--- src/rtl/key_pkg.sv ---
// rtl/key_pkg.sv - shared types and defaults for the key click path
package key_pkg;

  typedef enum logic {
    IDLE    = 1'b0,
    COLLECT = 1'b1
  } click_state_t;

  localparam int GAP_CYCLES_DEFAULT = 2500000;
  localparam int MAX_CLICKS_DEFAULT = 3;
  localparam int CNT_W_DEFAULT      = 2;

endpackage

--- src/rtl/key_click_decoder_if.sv ---
// rtl/key_click_decoder_if.sv - press input and click event bundle
interface key_click_decoder_if
  import key_pkg::*;
#(
  parameter int CNT_W = CNT_W_DEFAULT
);

  logic             key_pulse;
  logic             busy;
  logic             evt_valid;
  logic [CNT_W-1:0] evt_clicks;
  logic             evt_sat;

  // master: the decoder producing events; slave: the debouncer/consumer side
  modport master (
    input  key_pulse,
    output busy,
    output evt_valid,
    output evt_clicks,
    output evt_sat
  );

  modport slave (
    output key_pulse,
    input  busy,
    input  evt_valid,
    input  evt_clicks,
    input  evt_sat
  );

endinterface

--- src/rtl/key_edge_det.sv ---
// rtl/key_edge_det.sv - rising-edge detector on a registered copy of din
module key_edge_det (
  input  logic clk,
  input  logic rst,
  input  logic din,
  output logic rise
);

  logic din_prev;

  always_ff @(posedge clk or posedge rst) begin
    if (rst) begin
      din_prev <= 1'b0;
    end else begin
      din_prev <= din;
    end
  end

  assign rise = din & ~din_prev;

endmodule

--- src/rtl/key_click_decoder.sv ---
// rtl/key_click_decoder.sv - groups debounced presses into click-count events
module key_click_decoder
  import key_pkg::*;
#(
  parameter int GAP_CYCLES = GAP_CYCLES_DEFAULT,
  parameter int MAX_CLICKS = MAX_CLICKS_DEFAULT,
  parameter int CNT_W      = CNT_W_DEFAULT
) (
  input  logic                 clk,
  input  logic                 rst,
  key_click_decoder_if.master  bus
);

  localparam int               TW       = $clog2(GAP_CYCLES);
  localparam logic [TW-1:0]    TIMER_END = TW'(GAP_CYCLES - 1);
  localparam logic [CNT_W-1:0] CNT_MAX  = CNT_W'(MAX_CLICKS);

  click_state_t     state, state_n;
  logic [CNT_W-1:0] cnt, cnt_n;
  logic [TW-1:0]    timer, timer_n;
  logic             sat, sat_n;
  logic             evt_valid, evt_valid_n;
  logic [CNT_W-1:0] evt_clicks, evt_clicks_n;
  logic             evt_sat, evt_sat_n;
  logic             press;

  key_edge_det u_edge (
    .clk  (clk),
    .rst  (rst),
    .din  (bus.key_pulse),
    .rise (press)
  );

  always_ff @(posedge clk or posedge rst) begin
    if (rst) begin
      state      <= IDLE;
      cnt        <= '0;
      timer      <= '0;
      sat        <= 1'b0;
      evt_valid  <= 1'b0;
      evt_clicks <= '0;
      evt_sat    <= 1'b0;
    end else begin
      state      <= state_n;
      cnt        <= cnt_n;
      timer      <= timer_n;
      sat        <= sat_n;
      evt_valid  <= evt_valid_n;
      evt_clicks <= evt_clicks_n;
      evt_sat    <= evt_sat_n;
    end
  end

  // A press always beats a coincident timeout: the group stays open.
  always_comb begin
    state_n      = state;
    cnt_n        = cnt;
    timer_n      = timer;
    sat_n        = sat;
    evt_valid_n  = 1'b0;
    evt_clicks_n = evt_clicks;
    evt_sat_n    = evt_sat;
    case (state)
      IDLE: begin
        if (press) begin
          state_n = COLLECT;
          cnt_n   = CNT_W'(1);
          timer_n = '0;
          sat_n   = 1'b0;
        end
      end
      COLLECT: begin
        if (press) begin
          timer_n = '0;
          if (cnt < CNT_MAX) begin
            cnt_n = cnt + 1'b1;
          end else begin
            sat_n = 1'b1;
          end
        end else if (timer == TIMER_END) begin
          state_n      = IDLE;
          evt_valid_n  = 1'b1;
          evt_clicks_n = cnt;
          evt_sat_n    = sat;
        end else begin
          timer_n = timer + 1'b1;
        end
      end
      default: state_n = IDLE;
    endcase
  end

  assign bus.busy       = (state == COLLECT);
  assign bus.evt_valid  = evt_valid;
  assign bus.evt_clicks = evt_clicks;
  assign bus.evt_sat    = evt_sat;

endmodule
--- src/flat_wrapper.sv ---
// flat-port wrapper written by rule: the top's interface ports become plain ports
module key_click_decoder_flat import key_pkg::*;
#(
  parameter int GAP_CYCLES = GAP_CYCLES_DEFAULT,
  parameter int MAX_CLICKS = MAX_CLICKS_DEFAULT,
  parameter int CNT_W      = CNT_W_DEFAULT
)
  (clk, rst, bus_key_pulse, bus_busy, bus_evt_valid, bus_evt_clicks, bus_evt_sat);
  key_click_decoder_if #(.CNT_W(CNT_W)) bus_i ();
  input  logic clk;
  input  logic rst;
  input wire logic [$bits(bus_i.key_pulse)-1:0] bus_key_pulse;
  output wire logic [$bits(bus_i.busy)-1:0] bus_busy;
  output wire logic [$bits(bus_i.evt_valid)-1:0] bus_evt_valid;
  output wire logic [$bits(bus_i.evt_clicks)-1:0] bus_evt_clicks;
  output wire logic [$bits(bus_i.evt_sat)-1:0] bus_evt_sat;
  assign bus_i.key_pulse = bus_key_pulse;
  assign bus_busy = bus_i.busy;
  assign bus_evt_valid = bus_i.evt_valid;
  assign bus_evt_clicks = bus_i.evt_clicks;
  assign bus_evt_sat = bus_i.evt_sat;
  key_click_decoder #(.GAP_CYCLES(GAP_CYCLES), .MAX_CLICKS(MAX_CLICKS), .CNT_W(CNT_W)) u_core (.clk(clk), .rst(rst), .bus(bus_i));
endmodule
--- config.mk ---
export PLATFORM = sky130hd
export DESIGN_NAME = key_click_decoder_flat
export DESIGN_NICKNAME = d
export VERILOG_FILES = /design/src/rtl/key_pkg.sv /design/src/rtl/key_click_decoder_if.sv /design/src/rtl/key_edge_det.sv /design/src/rtl/key_click_decoder.sv /design/src/flat_wrapper.sv
export SDC_FILE = /design/constraint.sdc
export NUM_CORES = 1
export LEC_CHECK = 0
export ABC_AREA = 1
export BUFFER_PORTS_ARGS = -buffer_cell sky130_fd_sc_hd__buf_2
export CAP_MARGIN = 25
export CORE_MARGIN = 4
export CORE_UTILIZATION = 45
export CTS_CLUSTER_DIAMETER = 200
export DETAILED_ROUTE_END_ITERATION = 10
export GPL_ROUTABILITY_DRIVEN = 0
export GPL_TIMING_DRIVEN = 0
export HOLD_SLACK_MARGIN = 0.02
export PLACE_DENSITY_LB_ADDON = 0.2
export SYNTH_ARGS = -nofsm -noshare
export SYNTH_HDL_FRONTEND = slang
export SYNTH_SLANG_ARGS = --single-unit
--- constraint.sdc ---
create_clock -name clk -period 1.6 [get_ports clk]
set_input_delay 0.24 -clock clk [delete_from_list [all_inputs] [get_ports clk]]
set_output_delay 0.24 -clock clk [all_outputs]
set_load 0.03 [all_outputs]
Word-level counts from Yosys, hierarchy flattened
Cells that the tools add are included.
- order comparisons: 1
- equal/unequal tests: 6
- bitwise gates (word level): 4
- add/subtract/negate cells: 2
- reductions and logical operators: 4
- muxes and demuxes: 19
- operators by type and width (kind ; number):
    2-to-1 mux 22 bit ; 3
    case mux 22 bit (2 select lines) ; 1
    adder 22 x 1 -> 22 bit, second input constant ; 1
    equality test 22 bit, second input constant ; 1
    2-to-1 mux 1 bit ; 9
    AND reduction 3 bit ; 3
    2-to-1 mux 2 bit ; 3
    inequality test 2 bit, second input constant ; 3
    case mux 1 bit (2 select lines) ; 2
    case mux 2 bit (2 select lines) ; 1
    inequality test 3 bit, second input constant ; 1
    NOT 1 bit ; 3
    adder 2 x 1 -> 2 bit, second input constant ; 1
    less-than comparator 2 bit, second input constant ; 1
    inequality test 2 x 1 -> 1 bit, second input constant ; 1
    AND reduction 2 bit ; 1
    bitwise AND 1 bit ; 1
- logic and storage cells: 44
- output and inout port bits: 5
- bits of input ports: 3
- flip-flop bits (word level): 31

Depth between registers and ports, before layout
- depth after elaboration: 4
- mapped depth: 10
- mapped depth without buffers: 10

Modules after synthesis
A second synthesis with hierarchy kept.
- cells, all modules: 272
- area, all modules: 1928.1 sq um
- modules (own cells, without submodules) (module ; instances ; sequential area each (sq um) ; area an instance (sq um) ; cells an instance):
    key_click_decoder ; 1 ; 750.7 ; 1889.3 ; 268
    key_edge_det ; 1 ; 25.0 ; 38.8 ; 4

Least setup slack after synthesis
No wires, ideal clock.
- path type: register to register
- start: reg u_core.timer[0]
- end: reg u_core.timer[15]
- slack: 123 ps
- required time: 1534 ps
- cell stages (with the launch flop): 9
- setup time: 66 ps
- buffers on the path: 0
- arrival: 1410 ps
- period minus slack after synthesis: 1477 ps
- cell sequence: dfrtp_1 > ha_1 > nand2_1 > nor2_1 > nand3_1 > nor2_1 > nor2_1 > nand3_1 > nand2_1
- word-level cells in the longest chain between the ends: 4
- elaborated cells between the ends (all ways): 7
- classes of those cells: add/sub (1); eq/ne (2); mux (3); reduce/logical (1)
- RTL lines (item ; line ; source):
    start: declaration ; key_click_decoder.sv:20 ; logic [TW-1:0] timer, timer_n;
    start signal: assignment ; key_click_decoder.sv:46 ; timer <= timer_n;
    adder 22 x 1 -> 22 bit ; key_click_decoder.sv:86 ; timer_n = timer + 1'b1;
    2-to-1 mux 22 bit ; key_click_decoder.sv:80 ; end else if (timer == TIMER_END) begin
    2-to-1 mux 22 bit ; key_click_decoder.sv:73 ; if (press) begin
    case mux 22 bit (2 select lines) ; key_click_decoder.sv:63 ; case (state)
Several ways; a longest one is shown, not always the timed one. The select of a mux whose other input is x is not followed.
A chain may end at the register's enable or synchronous reset.

Worst setup path in the final report
- start: reg u_core.timer[19]
- end: reg u_core.timer[16]
- word-level cells in the longest chain between the ends: 3
- RTL lines (item ; line):
    equality test 22 bit ; key_click_decoder.sv:80
    inequality test 3 bit (no line) ; n/a
    AND reduction 2 bit (no line) ; n/a
No other way between the ends.

==> results.sh <==
export IMPL_seq_area_um2=781
export IMPL_crit_slowest_cell="dfrtp_1"
export IMPL_slew_violations=0
export IMPL_ys_types=22
export IMPL_drtIter0Drc=95
export IMPL_hold_buffers=0
export IMPL_dpl_cell_count=329
export IMPL_multiInputGateArea_mm2=0.00104
export IMPL_place_area_mm2=0.00202
export IMPL_min_path_type="in2async"
export IMPL_fmax_ghz=0.663
export IMPL_clockRootBuffer="clkbuf_8"
export IMPL_drt_wl_total_um=4590
export IMPL_clk_latency_ns=0.29
export IMPL_critical_path_class="reg2reg"
export IMPL_fillers=397
export IMPL_power_density_mw_per_mm2=884
export IMPL_drcViolationCount=0
export IMPL_numCtsBuffers=5
export IMPL_die_area_mm2=0.00532
export IMPL_io_buffers=7
export IMPL_fin_crit_ns=1.51
export IMPL_via_count=1757
export IMPL_yosys_warnings=0
export IMPL_die_height_um=72.9
export IMPL_setup_violations=0
export IMPL_crit_chain="inv_2 -> nand3_1 -> nand3b_1 -> nor2_4 -> nor2_4 -> buf_12 -> nand2_1 -> o21ai_0"
export IMPL_area_delta_synth_final_pct=21.2
export IMPL_vdd_ir_drop_max_v=0.000575
export IMPL_max_cap_violations=0
export IMPL_cts_sinks=31
export IMPL_slew_headroom_pct=59.0
export IMPL_status="finished, final reports clean"
export IMPL_worstSetupEndpointType="flop"
export IMPL_worstPathMaxFanout=8
export IMPL_use_met3_pct=3.72
export IMPL_required_ns=1.75
export IMPL_met2_usage_pct=28.7
export IMPL_grt_max_degree=20
export IMPL_place_ws_ns=-0.334
export IMPL_final_area_mm2=0.00230
export IMPL_setup_tns_ns=0
export IMPL_via_per_inst=5.08
export IMPL_final_hold_violation_count=0
export IMPL_synth_seq_cells=31
export IMPL_antenna_found_initial=0
export IMPL_drt_wirelength_per_cell_um=13.3
export IMPL_grt_ovfl_total=0
export IMPL_syn_nets=276
export IMPL_post_route_util_pct=57.1
export IMPL_startpoint_type="flop"
export IMPL_drive_gt1_share_pct=21.3
export IMPL_die_x_um=72.9
export IMPL_grt_pass1_vias=1543
export IMPL_fin_crit_sh_pct=94.3
export IMPL_rsz0062_at_grt="yes"
export IMPL_floorplan_rows=23
export IMPL_ioPinCount=8
export IMPL_drtPass1Iterations=4
export IMPL_hold_slack_ns=0.0179
export IMPL_path_clk_slew_ns=0.07
export IMPL_num_antenna_cells=0
export IMPL_fin_ws_ns=0.0915
export IMPL_critPathArrivalTime_ns=1.66
export IMPL_power_leakage_nw=1.08
export IMPL_ctsHtreeMaxLevel=2
export IMPL_cts_tree="done"
export IMPL_netlist_instances=271
export IMPL_clockBufferDepth=2
export IMPL_dp_hpwl_um=3320
export IMPL_grtUsageTotal_pct=19.4
export IMPL_fin_skew_ns=0.00814
export IMPL_yosysSeqAreaShare_pct=40.9
export IMPL_syn_avg_cell_area_um2=7.00
export IMPL_slowest_delay_ns=0.42
export IMPL_grt_pass1_wl_um=7780
export IMPL_top_usage_layer="met1"
export IMPL_crit_path_frequent_cell="nor2_4"
export IMPL_crit_family="simple AND/OR/NAND/NOR gates"
export IMPL_nets=300
export IMPL_layout_cells_non_filler=346
export IMPL_start_util_pct=47.1
export IMPL_syn_cell_area_mm2=0.00190
export IMPL_ant_nets=0
export IMPL_fin_total_pwr_mw=2.03
export IMPL_met1_usage_pct=28.7
export IMPL_worst_slew_pin_slew_ns=0.615
export IMPL_fp_coreArea_mm2=0.00403
export IMPL_crit_buf_inv=2
==> logic make-up (layout without fill, tap and decap cells) <==
logic type / Yosys count / in the layout / share of synthesized area (%)
xor gates and xnor gates: 5 / 5 / 2.31
DFF: 31 / 31 / 40.9
adders and majority gates: 2 / 2 / 1.32
and+or+nand+nor: 177 / 177 / 42.0
buffers and inverters: 38 / 63 / 8.31
AOI/OAI and AO/OA: 18 / 18 / 5.21
==> cells in the mapped netlist <==
master | n | area share [%]
nand2_1 | 83 | 16
inv_1 | 34 | 6.7
nand3_1 | 33 | 8.7
dfrtp_1 | 31 | 41
nor2_1 | 30 | 5.9
nand4_1 | 14 | 4.6
o21ai_0 | 12 | 3.2
nor3_1 | 5 | 1.3
xor2_1 | 5 | 2.3
nor2_4 | 3 | 1.8
o21ai_1 | 3 | 0.79
or2_2 | 3 | 0.99
buf_6 | 2 | 1.2
ha_1 | 2 | 1.3
nand2_2 | 2 | 0.66
nor2_2 | 2 | 0.66
o21bai_1 | 2 | 0.79
clkbuf_1 | 1 | 0.20
inv_2 | 1 | 0.20
nand3_2 | 1 | 0.53
nand3b_1 | 1 | 0.40
o2111ai_1 | 1 | 0.46
==> final timing paths <==
path	start	end	slack (ns)	depth (start not counted)
max	u_core.timer[19]	u_core.timer[16]	0.09	8
min	rst	u_core.timer[1]	0.02	2
max reg2reg	u_core.timer[19]	u_core.timer[16]	0.09	8
min reg2reg	u_core.sat	u_core.bus.evt_sat	0.49	2
max in group asynchronous	rst	u_core.timer[3]	1.07	3
min in group clk	bus_key_pulse	u_core.u_edge.din_prev	0.07	1
==> cell type report <==
cell class	instances	share of cell area, %
tap	50	2.72
sequential	31	33.9
clock buffer	6	3.59
inverter	35	5.71
timing repair buffer	17	6.20
buffer	3	1.14
multi-input combinational	202	45.2
clock inverter	2	1.52
==> state kept, by name (all words and copies together), names as in the netlist <==
register / count
u_core.timer: 22
u_core.bus.evt_clicks: 2
u_core.cnt: 2
u_core.bus.busy: 1
u_core.bus.evt_sat: 1
u_core.bus.evt_valid: 1
u_core.sat: 1
u_core.u_edge.din_prev: 1
==> placed cells by master (no fill, tap or decap), types with 6 or more instances in the layout <==
| cell | count |
|---|---|
| buf_2 | 7 |
| buf_4 | 8 |
| clkbuf_8 | 6 |
| dfrtp_1 | 27 |
| inv_1 | 28 |
| inv_2 | 7 |
| nand2_1 | 82 |
| nand3_1 | 31 |
| nand4_1 | 14 |
| nor2_1 | 22 |
| nor2_2 | 6 |
| nor2_4 | 7 |
| o21ai_0 | 12 |
==> routing by layer <==
| layer | vias to the layer above | routed length (µm) |
|---|---|---|
| li1 | 921 | - |
| met1 | 799 | 2410 |
| met2 | 33 | 1980 |
| met3 | 4 | 151 |
| met4 | 0 | 52 |
| met5 | - | 0 |
==> repair_timing <==
action	4_1_cts	5_1_grt
endpoints found under the setup margin	23	25
gates resized for setup	10	19
setup buffers	0	9
endpoints found under the hold margin	0	0
gates cloned	0	0
pin swaps	0	7
==> power breakdown <==
part / internal, mW / switching (mW)
sequential: 0.866 / 0.107
clock: 0.504 / 0.299
combinational: 0.122 / 0.135
total: 1.49 / 0.541
No activity file was read; power rests on OpenSTA's default activity.
